`src/rtl/morse_pkg.sv`:
```
// Shared Morse definitions: FSM states, timing constants and the ITU lookup table.
// The lookup returns {len[2:0], pat[4:0]}; element i is pat[4-i] with 1 = dash.
package morse_pkg;

    typedef enum logic [2:0] {
        IDLE,
        MARK,
        ELEM_GAP,
        CHAR_GAP,
        WORD_GAP
    } morse_state_t;

    localparam logic [5:0] CODE_SPACE     = 6'd36;
    localparam logic [5:0] CODE_MAX       = 6'd36;
    localparam logic [2:0] DOT_UNITS      = 3'd1;
    localparam logic [2:0] DASH_UNITS     = 3'd3;
    localparam logic [2:0] ELEM_GAP_UNITS = 3'd1;
    localparam logic [2:0] CHAR_GAP_UNITS = 3'd3;
    localparam logic [2:0] WORD_GAP_UNITS = 3'd7;

    function automatic logic [7:0] morse_lut(input logic [5:0] code);
        logic [7:0] r;
        case (code)
            6'd0:  r = {3'd2, 5'b01000};  // A .-
            6'd1:  r = {3'd4, 5'b10000};  // B -...
            6'd2:  r = {3'd4, 5'b10100};  // C -.-.
            6'd3:  r = {3'd3, 5'b10000};  // D -..
            6'd4:  r = {3'd1, 5'b00000};  // E .
            6'd5:  r = {3'd4, 5'b00100};  // F ..-.
            6'd6:  r = {3'd3, 5'b11000};  // G --.
            6'd7:  r = {3'd4, 5'b00000};  // H ....
            6'd8:  r = {3'd2, 5'b00000};  // I ..
            6'd9:  r = {3'd4, 5'b01110};  // J .---
            6'd10: r = {3'd3, 5'b10100};  // K -.-
            6'd11: r = {3'd4, 5'b01000};  // L .-..
            6'd12: r = {3'd2, 5'b11000};  // M --
            6'd13: r = {3'd2, 5'b10000};  // N -.
            6'd14: r = {3'd3, 5'b11100};  // O ---
            6'd15: r = {3'd4, 5'b01100};  // P .--.
            6'd16: r = {3'd4, 5'b11010};  // Q --.-
            6'd17: r = {3'd3, 5'b01000};  // R .-.
            6'd18: r = {3'd3, 5'b00000};  // S ...
            6'd19: r = {3'd1, 5'b10000};  // T -
            6'd20: r = {3'd3, 5'b00100};  // U ..-
            6'd21: r = {3'd4, 5'b00010};  // V ...-
            6'd22: r = {3'd3, 5'b01100};  // W .--
            6'd23: r = {3'd4, 5'b10010};  // X -..-
            6'd24: r = {3'd4, 5'b10110};  // Y -.--
            6'd25: r = {3'd4, 5'b11000};  // Z --..
            6'd26: r = {3'd5, 5'b11111};  // 0
            6'd27: r = {3'd5, 5'b01111};  // 1
            6'd28: r = {3'd5, 5'b00111};  // 2
            6'd29: r = {3'd5, 5'b00011};  // 3
            6'd30: r = {3'd5, 5'b00001};  // 4
            6'd31: r = {3'd5, 5'b00000};  // 5
            6'd32: r = {3'd5, 5'b10000};  // 6
            6'd33: r = {3'd5, 5'b11000};  // 7
            6'd34: r = {3'd5, 5'b11100};  // 8
            6'd35: r = {3'd5, 5'b11110};  // 9
            default: r = '0;
        endcase
        return r;
    endfunction

endpackage

```
`src/rtl/morse_encoder_if.sv`:
```
// Character handshake between a code source (master) and the Morse encoder (slave).
interface morse_encoder_if;
    logic       char_valid;
    logic [5:0] char_code;
    logic       char_ready;

    modport master (output char_valid, output char_code, input char_ready);
    modport slave  (input char_valid, input char_code, output char_ready);
endinterface

```
`src/rtl/morse_unit_timer.sv`:
```
// Morse time-unit down-counter: restart reloads it, unit_tick marks the last cycle of each unit.
module morse_unit_timer #(
    parameter int unsigned UNIT_CYCLES = 1200000
) (
    input  logic clk,
    input  logic rst_n,
    input  logic restart,
    output logic unit_tick
);
    localparam int unsigned CW = $clog2(UNIT_CYCLES);

    logic [CW-1:0] cnt;

    always_ff @(posedge clk or negedge rst_n) begin
        if (!rst_n) begin
            cnt <= '0;
        end else if (restart || cnt == '0) begin
            cnt <= CW'(UNIT_CYCLES - 1);
        end else begin
            cnt <= cnt - 1'b1;
        end
    end

    assign unit_tick = (cnt == '0);
endmodule

```
`src/rtl/morse_encoder.sv`:
```
// Morse transmitter: accepts one character code per handshake and keys out ITU timing
// with a gated sidetone; key_out is registered from the next state so it aligns with MARK.
module morse_encoder
    import morse_pkg::*;
#(
    parameter int unsigned UNIT_CYCLES = 1200000,
    parameter int unsigned TONE_HALF   = 7500
) (
    input  logic                  clk,
    input  logic                  rst_n,
    morse_encoder_if.slave        bus,
    output logic                  key_out,
    output logic                  tone_out,
    output logic                  busy,
    output logic                  invalid_code
);
    localparam int unsigned TW = (TONE_HALF > 1) ? $clog2(TONE_HALF) : 1;

    morse_state_t state, state_next;
    logic [2:0]   elem, elem_next;
    logic [2:0]   units, units_next;
    logic [2:0]   cur_len, len_next;
    logic [4:0]   cur_pat, pat_next;
    logic         inv_next;
    logic [7:0]   lut;
    logic         unit_tick;
    logic [TW-1:0] tone_cnt;
    logic         sq;

    assign lut = morse_lut(bus.char_code);

    morse_unit_timer #(.UNIT_CYCLES(UNIT_CYCLES)) u_timer (
        .clk       (clk),
        .rst_n     (rst_n),
        .restart   (state_next != state),
        .unit_tick (unit_tick)
    );

    always_ff @(posedge clk or negedge rst_n) begin
        if (!rst_n) begin
            state        <= IDLE;
            elem         <= '0;
            units        <= '0;
            cur_len      <= '0;
            cur_pat      <= '0;
            key_out      <= 1'b0;
            invalid_code <= 1'b0;
        end else begin
            state        <= state_next;
            elem         <= elem_next;
            units        <= units_next;
            cur_len      <= len_next;
            cur_pat      <= pat_next;
            key_out      <= (state_next == MARK);
            invalid_code <= inv_next;
        end
    end

    // The current element is always cur_pat[4]; the pattern shifts left per element.
    always_comb begin
        state_next = state;
        elem_next  = elem;
        units_next = units;
        len_next   = cur_len;
        pat_next   = cur_pat;
        inv_next   = 1'b0;
        case (state)
            IDLE: begin
                if (bus.char_valid) begin
                    if (bus.char_code == CODE_SPACE) begin
                        state_next = WORD_GAP;
                        units_next = WORD_GAP_UNITS - 3'd1;
                    end else if (bus.char_code > CODE_MAX) begin
                        inv_next = 1'b1;
                    end else begin
                        state_next = MARK;
                        elem_next  = '0;
                        len_next   = lut[7:5];
                        pat_next   = lut[4:0];
                        units_next = lut[4] ? DASH_UNITS - 3'd1 : DOT_UNITS - 3'd1;
                    end
                end
            end
            MARK: begin
                if (unit_tick) begin
                    if (units != '0) begin
                        units_next = units - 3'd1;
                    end else if (elem == cur_len - 3'd1) begin
                        state_next = CHAR_GAP;
                        units_next = CHAR_GAP_UNITS - 3'd1;
                    end else begin
                        state_next = ELEM_GAP;
                        units_next = ELEM_GAP_UNITS - 3'd1;
                    end
                end
            end
            ELEM_GAP: begin
                if (unit_tick) begin
                    if (units != '0) begin
                        units_next = units - 3'd1;
                    end else begin
                        state_next = MARK;
                        elem_next  = elem + 3'd1;
                        pat_next   = {cur_pat[3:0], 1'b0};
                        units_next = cur_pat[3] ? DASH_UNITS - 3'd1 : DOT_UNITS - 3'd1;
                    end
                end
            end
            CHAR_GAP, WORD_GAP: begin
                if (unit_tick) begin
                    if (units != '0) begin
                        units_next = units - 3'd1;
                    end else begin
                        state_next = IDLE;
                    end
                end
            end
            default: state_next = IDLE;
        endcase
    end

    always_ff @(posedge clk or negedge rst_n) begin
        if (!rst_n) begin
            tone_cnt <= '0;
            sq       <= 1'b0;
        end else if (!key_out) begin
            tone_cnt <= '0;
            sq       <= 1'b0;
        end else if (tone_cnt == TW'(TONE_HALF - 1)) begin
            tone_cnt <= '0;
            sq       <= ~sq;
        end else begin
            tone_cnt <= tone_cnt + 1'b1;
        end
    end

    assign tone_out       = key_out & sq;
    assign bus.char_ready = (state == IDLE);
    assign busy           = (state != IDLE);
endmodule
```
`src/flat_wrapper.sv`:
```
// flat-port wrapper written by rule: the top's interface ports become plain ports
module morse_encoder_flat import morse_pkg::*;
#(
    parameter int unsigned UNIT_CYCLES = 1200000,
    parameter int unsigned TONE_HALF   = 7500
)
  (clk, rst_n, key_out, tone_out, busy, invalid_code, bus_char_valid, bus_char_code, bus_char_ready);
  morse_encoder_if bus_i ();
  input  logic clk;
  input  logic rst_n;
  output logic key_out;
  output logic tone_out;
  output logic busy;
  output logic invalid_code;
  input wire logic [$bits(bus_i.char_valid)-1:0] bus_char_valid;
  input wire logic [$bits(bus_i.char_code)-1:0] bus_char_code;
  output wire logic [$bits(bus_i.char_ready)-1:0] bus_char_ready;
  assign bus_i.char_valid = bus_char_valid;
  assign bus_i.char_code = bus_char_code;
  assign bus_char_ready = bus_i.char_ready;
  morse_encoder #(.UNIT_CYCLES(UNIT_CYCLES), .TONE_HALF(TONE_HALF)) u_core (.clk(clk), .rst_n(rst_n), .bus(bus_i), .key_out(key_out), .tone_out(tone_out), .busy(busy), .invalid_code(invalid_code));
endmodule
```
`config.mk`:
```
export PLATFORM = sky130hd
export DESIGN_NAME = morse_encoder_flat
export DESIGN_NICKNAME = d
export VERILOG_FILES = /design/src/rtl/morse_pkg.sv /design/src/rtl/morse_encoder_if.sv /design/src/rtl/morse_unit_timer.sv /design/src/rtl/morse_encoder.sv /design/src/flat_wrapper.sv
export SDC_FILE = /design/constraint.sdc
export NUM_CORES = 1
export LEC_CHECK = 0
export BUFFER_PORTS_ARGS = -buffer_cell sky130_fd_sc_hd__clkbuf_2
export CAP_MARGIN = 5
export CORE_MARGIN = 3
export CORE_UTILIZATION = 39
export CTS_CLUSTER_DIAMETER = 120
export CTS_CLUSTER_SIZE = 10
export DETAILED_ROUTE_END_ITERATION = 16
export PLACE_DENSITY_LB_ADDON = 0.1
export SETUP_SLACK_MARGIN = 0.4
export SYNTH_ARGS = -nofsm -noshare
export SYNTH_HDL_FRONTEND = slang
export SYNTH_HIERARCHICAL = 1
export SYNTH_SLANG_ARGS = --single-unit
export TNS_END_PERCENT = 5
```
`constraint.sdc`:
```
create_clock -name clk -period 6.2 [get_ports clk]
set_input_delay 0.62 -clock clk [delete_from_list [all_inputs] [get_ports clk]]
set_output_delay 0.62 -clock clk [all_outputs]
set_load 0.02 [all_outputs]
```
==> results <==
- The flow ran to the end, and the final reports show no timing, DRC or antenna violations.
- The count of TritonRoute iterations in the first routing pass is 4.
- The setup total negative slack is 0 ns.
- The via count of the first global-routing pass came to 2433.
- Clock-pin slew was measured on the worst setup and hold paths at 0.10 ns.
- The most common flop cell mapped by yosys is sky130_fd_sc_hd__dfrtp_1.
- The net count of the finished layout is 382.
- The post-route fraction of the period consumed by the critical path is 0.5659.
- The finished layout holds 467 standard cells, fillers aside.
- Registers take 0.001326 mm2.
- The core utilization of the finished layout is 0.4319.
- The area growth from synthesis to layout is 6.275%.
- The clock period could shrink to 3.509 ns.
- The number of clock sinks seen by CTS is 53.
- The total setup buffers inserted after CTS is 0.
- The clock tree synthesis step divided the H-tree into 2 levels.
- The number of pins exceeding their max-slew limit in the final report came to 0.
- The analysis attributes to cell leakage a power of 1.506 nW.
- The relative max-transition margin is 0.3120.
- For this design the ratio of total power to cell area is 258.7 mW/mm2.
- After synthesis, the share of cell area in mux cells is 0.03913.
- For this configuration, the core starts out at a cell density of 0.4064.
- Setup repair after global routing left no endpoint under its margin.
- VDD sags by at most 0.00008961 V.
- Data on the critical path is required at its endpoint by 6.33 ns.
- The maximum fanout count along the critical path is 14.
- The cell area after synthesis is 0.003390 mm2.
- The number of nets with antenna violations after detailed routing is 0.
- The footprint of the multi-input gates is 0.001883 mm2.
- The standard-cell row count is 33.
- The core footprint is 0.008341 mm2.
- The data arrival at the endpoint of the critical path is 3.64 ns.
- For this run, the number of Yosys warnings is 6.
- In the synthesized netlist the async set-or-reset flop fraction comes to 1.000.
- The synthesized instance count is 357.
- A synthesized cell averages 9.494 um2.
- The number of enable-type register cells in the synthesized netlist is 0.
- The post-synthesis compound-gate area fraction came to 0.1414.
- The summed area of non-filler cells in the final layout is 0.003602 mm2.
- The launching element type of the critical path is a register.
- The first global-routing pass estimated 11.80 mm of wire.
- For this run, the register share of the synthesized area comes to 0.3913.
- The number of antenna violations at the first check in global routing is 0.
- The routed layout has 2534 vias.
- Across every metal layer, demand over resource in global routing totals 0.1431.
- The wire-length estimate of the detail-placed layout is 4.664 mm.
- The final-report setup violation count is 0.
- The floorplan step set the die height to 99.23 um.
- The routed length per placed instance is 14.14 um.
- The simple-gate area share of the yosys netlist is 0.2591.
- At the pin with the least slew margin, the transition time is 1.032 ns.
- 14 I/O pins were placed.
- The post-placement cell count is 459.
- STA classifies the critical path endpoint as a register.
- The total nets after synthesis is 378.
- Setup slack closes at 2.691 ns.
- The xor and xnor fraction of the mapped netlist area is 0.06866.
- The routability congestion estimate is 0.7546.
- The root buffer cell chosen for the clock tree is sky130_fd_sc_hd__clkbuf_8.
- The count of max-cap constraint violations is 0.
- The number of buffers created by CTS is 5.
- The routed design has 6.604 mm of wire.
- The total of flip-flops plus latches after synthesis is 53.
- The TritonCTS clock tree is built.
- The number of buffers inserted by port buffering is 13.
- The cell area after placement is 0.003486 mm2.
- After filler insertion, the fill cell instance count of the layout stands at 827.
- The maximum number of pins on one net before global-route repair is 54.
- The post-detailed-route via-to-cell ratio is 5.426.
- The repair_antennas step left the layout with diodes totalling 0.
- The hold buffer count at cts is 0.
- The clock tree skew after final layout is 0.009138 ns.
- At the later pin of the worst-skew pair, clock insertion delay measures 0.30 ns.
- The critical path in this run is classified as register to register.
- The fraction of layout instances using a drive strength above 1 is 0.1243.
- The total overflow left after global routing is 0.
- In the routed design, unresolved DRC markers number 0.
- The worst setup timing slack at the placement stage is 2.687 ns.
- The count of unique library cells instantiated by Yosys is 70.
- The overall die area is 0.009846 mm2.
- The tightest min-delay check is of the primary input to asynchronous set/reset pin type.
- The quantity of gates resized following cts is 0.
- After synthesis, the largest family of logic cells by area is simple AND/OR/NAND/NOR gates.
- The detailed router's first-iteration violation count is 117.
- The die width is 99.23 um.
- The hold violation total from the final report came to 0.
- Of the total synthesized cell area, the portion taken by full adders, half adders and majority gates is 0.04725.
- The maximum number of buffers from clock root to sink is 2.
- The upper clock frequency limit is 285.0 MHz.
==> cells in the final DEF (no fill, tap or decap), types with 5 or more instances in the layout <==
cell type / n
sky130_fd_sc_hd__nor3b_1: 6
sky130_fd_sc_hd__clkbuf_2: 13
sky130_fd_sc_hd__and3_1: 5
sky130_fd_sc_hd__nand2_1: 25
sky130_fd_sc_hd__xnor2_1: 15
sky130_fd_sc_hd__nor3_1: 6
sky130_fd_sc_hd__clkbuf_8: 6
sky130_fd_sc_hd__o31ai_1: 5
sky130_fd_sc_hd__ha_1: 12
sky130_fd_sc_hd__a21oi_1: 15
sky130_fd_sc_hd__dfrtp_1: 53
sky130_fd_sc_hd__o21ai_0: 11
sky130_fd_sc_hd__xor2_1: 9
sky130_fd_sc_hd__nor2_1: 33
sky130_fd_sc_hd__o21ai_1: 5
sky130_fd_sc_hd__or4_1: 6
sky130_fd_sc_hd__nand3_1: 17
sky130_fd_sc_hd__nor4_1: 6
sky130_fd_sc_hd__nor2b_1: 7
sky130_fd_sc_hd__inv_1: 17
sky130_fd_sc_hd__or3_1: 8
==> sequential cells by signal (all words and copies together), names as in the netlist <==
signal               count
u_core/state             3
u_core/key_out           1
u_core/sq                1
u_core/u_timer/cnt      21
u_core/tone_cnt         13
u_core/cur_len           3
u_core/invalid_code      1
u_core/elem              3
u_core/cur_pat           4
u_core/units             3
==> power by group <==
| part | internal, mW | leakage, nW | switching (mW) |
|---|---|---|---|
| clock | 0.132 | 0.0585 | 0.108 |
| combinational | 0.108 | 0.810 | 0.113 |
| sequential | 0.405 | 0.637 | 0.0661 |
==> layer usage <==
layer	up-vias	wire [um]	track usage
met2	20	2947	0.2242
met4	0	38	0.03151
met3	4	127	0.02314
met1	1221	3490	0.2087
li1	1289	-	-
met5	-	0	0
==> cells in the mapped netlist (all sizes together), types with 6 or more instances <==
cell type / number / area [um2]
dfrtp: 53 / 1326
nor2: 33 / 123.9
nand2: 25 / 93.84
nand3: 18 / 102.6
inv: 17 / 63.81
o21ai: 16 / 80.07
a21oi: 15 / 75.07
xnor2: 15 / 131.4
ha: 12 / 150.1
buf: 11 / 85.07
or3: 9 / 61.31
xor2: 9 / 78.83
nor2b: 7 / 43.79
nor3b: 7 / 57.55
o31ai: 7 / 62.56
or4: 7 / 56.30
clkbuf: 6 / 22.52
nor3: 6 / 30.03
nor4: 6 / 37.54
==> critical path, cell delays in order (launching register included) <==
cell and delay [ns]:
sky130_fd_sc_hd__dfrtp_1 0.43, sky130_fd_sc_hd__or4_1 0.65, sky130_fd_sc_hd__nor2_1 0.22, sky130_fd_sc_hd__and3_1 0.23
sky130_fd_sc_hd__nand3b_1 0.24, sky130_fd_sc_hd__nand3_1 0.20, sky130_fd_sc_hd__nand4_2 0.13, sky130_fd_sc_hd__a21oi_1 0.15
sky130_fd_sc_hd__a31oi_1 0.07, sky130_fd_sc_hd__a21oi_1 0.82, sky130_fd_sc_hd__o21ai_0 0.19
==> cell families (layout without fill, tap and decap cells) <==
kind of cell | Yosys count | in the layout
adder cells (fa/ha/maj) | 13 | 13
AO/OA/AOI/OAI | 69 | 69
multiplexers | 9 | 9
XOR/XNOR | 25 | 25
AND/OR/NAND/NOR | 153 | 153
buffers and inverters | 35 | 40
flip-flops | 53 | 53
==> area by class of cell <==
| class | instances | area share |
|---|---|---|
| Tap cell | 105 | 0.03647 |
| Clock buffer | 7 | 0.02397 |
| Inverter | 18 | 0.02015 |
| Multi-Input combinational cell | 269 | 0.5228 |
| Sequential cell | 53 | 0.3682 |
| Timing Repair Buffer | 14 | 0.02015 |
| Clock inverter | 1 | 0.008336 |
==> final timing paths <==
path	slack, ns	cells past startpoint	start	endpoint
worst max-delay path	2.69	10	u_core/u_timer/cnt[12]	u_core/u_timer/cnt[14]
worst min-delay path	0.42	2	rst_n	u_core/tone_cnt[8]
worst max register to register	2.69	10	u_core/u_timer/cnt[12]	u_core/u_timer/cnt[14]
worst min register to register	0.49	1	u_core/u_timer/cnt[0]	u_core/u_timer/cnt[0]
max in group asynchronous	5.32	2	rst_n	u_core/state[0]
min in group clk	0.49	1	u_core/u_timer/cnt[0]	u_core/u_timer/cnt[0]
==> metrics by stage <==
step / hold WS [ns] / power, mW
6_report: 0.4201 / 0.9319
5_1_grt: 0.4804 / 1.008
4_1_cts: 0.4598 / 0.9511
3_5_place_dp: 0.4793 / 0.7024
3_3_place_gp: 0.4691 / 0.6989
2_1_floorplan: 0.3244 / 0.6475
Power figures use the tool's default switching activity.
